===== config.mk =====
export PLATFORM = sky130hd
export DESIGN_NAME = pwm_reg_ctrl
export DESIGN_NICKNAME = d
export VERILOG_FILES = /design/src/rtl/pwm_reg_pkg.sv /design/src/rtl/pwm_shadow_bank.sv /design/src/rtl/pwm_reg_ctrl.sv
export SDC_FILE = /design/constraint.sdc
export NUM_CORES = 1
export LEC_CHECK = 0
export ABC_CLOCK_PERIOD_IN_PS = 3800
export BUFFER_PORTS_ARGS = -buffer_cell sky130_fd_sc_hd__buf_2
export CORE_MARGIN = 1.5
export CORE_UTILIZATION = 50
export CTS_CLUSTER_SIZE = 16
export DETAILED_ROUTE_END_ITERATION = 8
export PLACE_DENSITY_LB_ADDON = 0.1
export RECOVER_POWER = 100
export SETUP_SLACK_MARGIN = 0.1
export SYNTH_ARGS = -nofsm -noshare
export SYNTH_HDL_FRONTEND = slang
export SYNTH_SLANG_ARGS = --single-unit
export TNS_END_PERCENT = 100

===== constraint.sdc =====
create_clock -name clk -period 3.8 [get_ports clk]
set_input_delay 0.76 -clock clk [delete_from_list [all_inputs] [get_ports clk]]
set_output_delay 0.76 -clock clk [all_outputs]
set_load 0.03 [all_outputs]

===== src/rtl/pwm_reg_pkg.sv =====
// Shared constants, frame layout and FSM encoding for the PWM register controller.
package pwm_reg_pkg;

  localparam int unsigned NUM_REGS = 5;
  localparam int unsigned BANK_AW  = 3;

  localparam int unsigned ADDR_EN_OUT_LO = 0;
  localparam int unsigned ADDR_EN_OUT_HI = 1;
  localparam int unsigned ADDR_EN_PWM_LO = 2;
  localparam int unsigned ADDR_EN_PWM_HI = 3;
  localparam int unsigned ADDR_DUTY      = 4;

  localparam int unsigned WR_BIT   = 15;
  localparam int unsigned ADDR_MSB = 14;
  localparam int unsigned ADDR_LSB = 8;

  typedef enum logic [1:0] {
    IDLE,
    CHECK,
    STAGE
  } state_e;

endpackage


===== src/rtl/pwm_shadow_bank.sv =====
// Shadow/active register pairs; shadow is copied to active atomically on a period boundary.
module pwm_shadow_bank
  import pwm_reg_pkg::*;
#(
  parameter bit IMMEDIATE = 1'b0
) (
  input  logic                         clk,
  input  logic                         rst,
  input  logic                         wr_en_i,
  input  logic [BANK_AW-1:0]           wr_addr_i,
  input  logic [7:0]                   wr_data_i,
  input  logic                         period_end_i,
  output logic [NUM_REGS-1:0][7:0]     active_o,
  output logic                         pending_o
);

  logic [NUM_REGS-1:0][7:0] shadow_q;
  logic [NUM_REGS-1:0][7:0] active_q;
  logic                     pending_q;

  // Commit is evaluated before the write so a coinciding write re-arms pending
  // and the commit still copies the pre-write shadow contents.
  always_ff @(posedge clk) begin
    if (rst) begin
      shadow_q  <= '0;
      active_q  <= '0;
      pending_q <= 1'b0;
    end else begin
      if (!IMMEDIATE && period_end_i && pending_q) begin
        active_q  <= shadow_q;
        pending_q <= 1'b0;
      end
      if (wr_en_i) begin
        shadow_q[wr_addr_i] <= wr_data_i;
        if (IMMEDIATE) begin
          active_q[wr_addr_i] <= wr_data_i;
        end else begin
          pending_q <= 1'b1;
        end
      end
    end
  end

  assign active_o  = active_q;
  assign pending_o = pending_q;

endmodule


===== src/rtl/pwm_reg_ctrl.sv =====
// Frame handshake FSM and reject counter in front of the PWM shadow register bank.
module pwm_reg_ctrl
  import pwm_reg_pkg::*;
#(
  parameter int unsigned MAX_ADDR  = 4,
  parameter bit          IMMEDIATE = 1'b0
) (
  input  logic        clk,
  input  logic        rst,
  input  logic        frm_valid,
  output logic        frm_ready,
  input  logic [15:0] frm_data,
  input  logic        period_end,
  output logic [7:0]  en_out_lo,
  output logic [7:0]  en_out_hi,
  output logic [7:0]  en_pwm_lo,
  output logic [7:0]  en_pwm_hi,
  output logic [7:0]  pwm_duty,
  output logic        pending,
  output logic [7:0]  err_cnt
);

  state_e                   state_q;
  logic [15:0]              frame_q;
  logic [7:0]               err_cnt_q;
  logic [6:0]               frm_addr;
  logic                     addr_legal;
  logic                     bank_wr_en;
  logic [NUM_REGS-1:0][7:0] active;

  assign frm_addr   = frame_q[ADDR_MSB:ADDR_LSB];
  assign addr_legal = (frm_addr <= 7'(MAX_ADDR));

  always_ff @(posedge clk) begin
    if (rst) begin
      state_q   <= IDLE;
      frame_q   <= '0;
      err_cnt_q <= '0;
    end else begin
      unique case (state_q)
        IDLE: begin
          if (frm_valid) begin
            frame_q <= frm_data;
            state_q <= CHECK;
          end
        end
        CHECK: begin
          if (!frame_q[WR_BIT]) begin
            state_q <= IDLE;
          end else if (!addr_legal) begin
            if (err_cnt_q != '1) begin
              err_cnt_q <= err_cnt_q + 8'd1;
            end
            state_q <= IDLE;
          end else begin
            state_q <= STAGE;
          end
        end
        STAGE:   state_q <= IDLE;
        default: state_q <= IDLE;
      endcase
    end
  end

  assign frm_ready = (state_q == IDLE);

  // Legal addresses beyond the physical bank are accepted but have nowhere to land.
  assign bank_wr_en = (state_q == STAGE) && (frm_addr < 7'(NUM_REGS));

  pwm_shadow_bank #(
    .IMMEDIATE (IMMEDIATE)
  ) u_bank (
    .clk          (clk),
    .rst          (rst),
    .wr_en_i      (bank_wr_en),
    .wr_addr_i    (frm_addr[BANK_AW-1:0]),
    .wr_data_i    (frame_q[7:0]),
    .period_end_i (period_end),
    .active_o     (active),
    .pending_o    (pending)
  );

  assign en_out_lo = active[ADDR_EN_OUT_LO];
  assign en_out_hi = active[ADDR_EN_OUT_HI];
  assign en_pwm_lo = active[ADDR_EN_PWM_LO];
  assign en_pwm_hi = active[ADDR_EN_PWM_HI];
  assign pwm_duty  = active[ADDR_DUTY];
  assign err_cnt   = err_cnt_q;

endmodule


After elaboration in Yosys (flattened, before gate mapping)
Cells that the tools add are included.

Add/sub/neg operators: 1. Order comparisons: 4. Equality and inequality tests: 4. Muxes and demuxes: 9. Bitwise gates (word level): 1. Reduce and logical (&&, ||, !) cells: 7.

Operator list (number): 40-bit bitwise mux (1); 8-bit demux with 3-bit select (1); 8-bit by 1-bit adder with 8-bit output, second input constant (1); 8-bit 2-to-1 mux (1); 8-bit inequality test, second input constant (1); 7-bit by 3-bit less-or-equal comparator with 1-bit output, second input constant (1); 7-bit by 3-bit less-than comparator with 1-bit output, second input constant (1); 2-bit 2-to-1 mux (3); 3-bit by 4-bit less-than comparator with 1-bit output, second input constant (1); 2-bit case mux with 2 select lines (1); 4-bit AND reduction (1); 3-bit by 1-bit greater-or-equal comparator with 1-bit output, second input constant (1); 1-bit logical AND (3); 2-bit by 1-bit == test with 1-bit output, second input constant (1); 2-bit == test, second input constant (1); 2-bit logical NOT (1); 1-bit 2-to-1 mux (2); 2-bit inequality test, second input constant (1); 2-bit AND reduction (1); 2-bit nonzero test (1); 1-bit NOT (1).

Flip-flop bits (word level): 107. Input bits: 20. Output and inout port bits: 50. Logic and storage cells: 40.

Depth between registers and ports, before layout
Depth in word-level cells: 5. Gate-level depth with buffers: 6. Gate-level depth less buffers: 5.

Modules after synthesis
Synthesis repeated with hierarchy kept, for this count alone.

Cells, all modules: 458. Area total of the unflattened synthesis: 4408.0 sq um.

By module, submodules not included: pwm_shadow_bank (instances 1, cells an instance 331, area each 3344.5 sq um, sequential area each 1621.6 sq um); pwm_reg_ctrl (instances 1, cells an instance 127, area each 1063.5 sq um, sequential area each 520.5 sq um).

Worst setup path after synthesis
Ideal clock, no wire load.

Path kind: register to register. From: reg frame_q[14]. To: reg u_bank.shadow_q[15] (netlist bit). Setup time: 0.128 ns. Arrival time: 1.804 ns. Setup slack: 1.868 ns. Stages on the path, launching flop included: 6. Buffers on the path: 1. Clock period less this slack: 1.932 ns. Path through: dfxtp_1 or4_1 buf_2 nor4_4 mux2i_1 nor2_1.

Word-level cells in the longest chain between the ends: 2.

RTL lines: start, declared (line pwm_reg_ctrl.sv:24) `logic [15:0] frame_q;`; start signal, assigned (line pwm_reg_ctrl.sv:43) `frame_q <= frm_data;`; 7-bit by 3-bit less-than comparator with 1-bit output (line pwm_reg_ctrl.sv:68) `assign bank_wr_en = (state_q == STAGE) && (frm_addr < 7'(NUM_REGS));`; 1-bit logical AND (line pwm_reg_ctrl.sv:68); end signal, assigned by index (line pwm_shadow_bank.sv:34) `shadow_q[wr_addr_i] <= wr_data_i;`; end, declared (line pwm_shadow_bank.sv:17) `logic [NUM_REGS-1:0][7:0] shadow_q;`.

Every way passes these cells. A chain may end at the register's enable or synchronous reset.

Worst setup path in the final report
From: reg frame_q[14]. To: reg u_bank.shadow_q[13] (netlist bit).

The elaborated chain is that of the path after synthesis.

==> results.toml <==
[critical_path]
required_ps = 3980
setup.worst_path.class = "reg -> reg"
cp_max_fo = 8
crit_path_start_kind = "flip-flop"
arrival_ps = 2780
worst_setup_path_end_kind = "flip-flop"

[sta]
slew_viol_final = 49
fin_setup_tns_ps = 0
finalHoldWorstSlack_ps = 457.5
clock_skew_ps = 9.188
fin_crit_sh = 0.6861
hold_viol = 0
fmax_mhz = 383.6
rsz0062_at_grt = "false"
worst_slew_pin_slew_ps = 2112
slew_headroom = -0.4078
setup_viol = 0
finalCriticalPeriod_ps = 2607

[yosys]
synthDistinctLibCells = 30
synth_edf_count = 0
synth_seq_cells = 107
netlist_instances = 446
synth_area_mm2 = 0.003926
syn_nets = 467
syn_avg_cell_area_um2 = 8.803
yosys.area.top_type_share = 0.5456
synth_seq_area_share = 0.5456
synthArstFlopShare = 0
yosys_warnings = 0
netlist.top_cell.by_area = "dfxtp_1"
synth.area.top_cells = "dfxtp_1 55%, nand2_1 11%, mux2i_1 10%"
synth_ff_type = "dfxtp_1"

[floorplan]
coreArea_mm2 = 0.007647
placementRows = 32
io_pins = 70
start_util = 0.5134
dieWidth_um = 91.62
dieArea_mm2 = 0.008393
die_y_um = 91.62

[route]
wl_per_cell_um = 13.42
wirelength_mm = 8.185
drtIter0Drc = 141
drt_pass1_iterations = 4
viasPerCell = 5.107
ant_nets = 0
vias = 3115
remaining_drc_errors = 0

[cts]
cts.htree.levels = 3
clock_latency_ps = 360
clkTransAtPathRegs_ps = 100
root_buffer = "clkbuf_8"
cts_num_sinks = 107
cts_setup_buffers = 0
holdBufCountCts = 0
tritoncts = "yes"
clock_path_buffers = 2
post_cts_resize_count = 0
numCtsBuffers = 9

[final_layout]
multi_input_area_mm2 = 0.001673
final_cell_mix = "118 x nand2_1, 107 x dfxtp_1, 63 x a21oi_1, 51 x clkbuf_1, 47 x nor2_1"
layout_commonest_cell = "nand2_1"
fin_util = 0.5825
area_growth_pct = 13.45
drive_gt1_frac = 0.08661
final_nets = 524
regArea_mm2 = 0.002142
num-fill-cells = 731
antenna_cells = 0
finalNonFillerCells = 610

[global_route]
grt_max_degree = 62
grt_overflow_total = 0
grt_pass1_wl_mm = 13.69
grt.total_usage = 0.2054
first_global_vias = 2998
antenna_found_initial = 0

[outcome]
violations = "max-capacitance violations, max-slew violations"
status = "complete, but fails checks"

[run]
drv_cap = 1

[min_path]
min_path_type = "reg -> reg"

[place]
placedCellCount = 594
io_buffers = 69
dpl.hpwl_mm = 5.335
finalWeightedCongestion = 0.7678

[power_and_ir_drop]
leakage_nw = 1.541
ir_worst_vdd_mv = 0.2469
p_per_area_mw_per_mm2 = 420.8
-- state kept, by name, summed over array words and instances (netlist names) --
signal	count
err_cnt	8
frame_q	16
state_q	2
u_bank.active_o	40
u_bank.pending_o	1
u_bank.shadow_q	40
-- cells in the mapped netlist (2+ instances only) --
cell type    n
mux2i_1     41
or4_1        2
nor2_1      47
nor3_1       2
a21oi_1     63
or3_1        2
nand2b_1     4
o21ai_0      4
dfxtp_1    107
nand4_1      2
nand3_1      3
mux2_2       2
clkbuf_1    21
and2_1       3
nor4_4       3
nor2b_1      4
nand2_1    118
buf_1        3
buf_2        3
a311oi_1     2
-- final cells by class --
class                   count  area share
multi-input cells         311      0.3756
clock inverters             6     0.01039
clock buffers              10     0.03090
flip-flops and latches    107      0.4809
repair buffers             73     0.07275
inverters                   1   0.0008427
well taps                 102     0.02865
-- worst max-delay path: stages (launching register included) --
cell and delay [ps]:
dfxtp_1 330, or4_1 680, nor4_2 1080, mux2i_1 280, nor2_1 50
-- per-layer routing --
layer,global-route usage,share of wire,vias up
met3,0.05473,0.043,5
met2,0.3445,0.47,69
met5,0,0,-
met4,0.05599,0.0073,0
li1,-,-,1588
met1,0.2604,0.48,1453
-- through the flow --
step / setup WS (ps) / total power, mW / cell area (um2)
3_5_place_dp: 1322 / 1.251 / 4343
6_report: 1193 / 1.875 / 4454
3_3_place_gp: 1359 / 1.249 / 4343
5_1_grt: 1032 / 1.949 / 4454
4_1_cts: 1293 / 1.899 / 4527
2_1_floorplan: 1868 / 1.220 / 3926
-- path summary, 6_finish.rpt --
| check | from | end | slack, ps | cells after the start |
|---|---|---|---|---|
| max reg2reg | frame_q[14] | u_bank.shadow_q[13] | 1190 | 4 |
| max | frame_q[14] | u_bank.shadow_q[13] | 1190 | 4 |
| min reg2reg | u_bank.active_o[18] | u_bank.active_o[18] | 460 | 2 |
| min | u_bank.active_o[18] | u_bank.active_o[18] | 460 | 2 |
-- where the power goes --
group	total, mW	leakage [nW]	switching, mW	internal [mW]
combinational	0.0722	0.587	0.0469	0.0253
sequential	1.15	0.864	0.0192	1.13
clock	0.652	0.0897	0.389	0.262
total	1.87	1.54	0.455	1.42
-- cell families after synthesis --
family | count (synthesis) | synth area share
AO/OA/AOI/OAI | 72 | 0.09560
buffers and inverters | 28 | 0.02772
multiplexers | 43 | 0.1103
flip-flops | 107 | 0.5456
AND/OR/NAND/NOR | 195 | 0.2177
adder cells (fa/ha/maj) | 1 | 0.003186
Power figures use the tool's default switching activity.
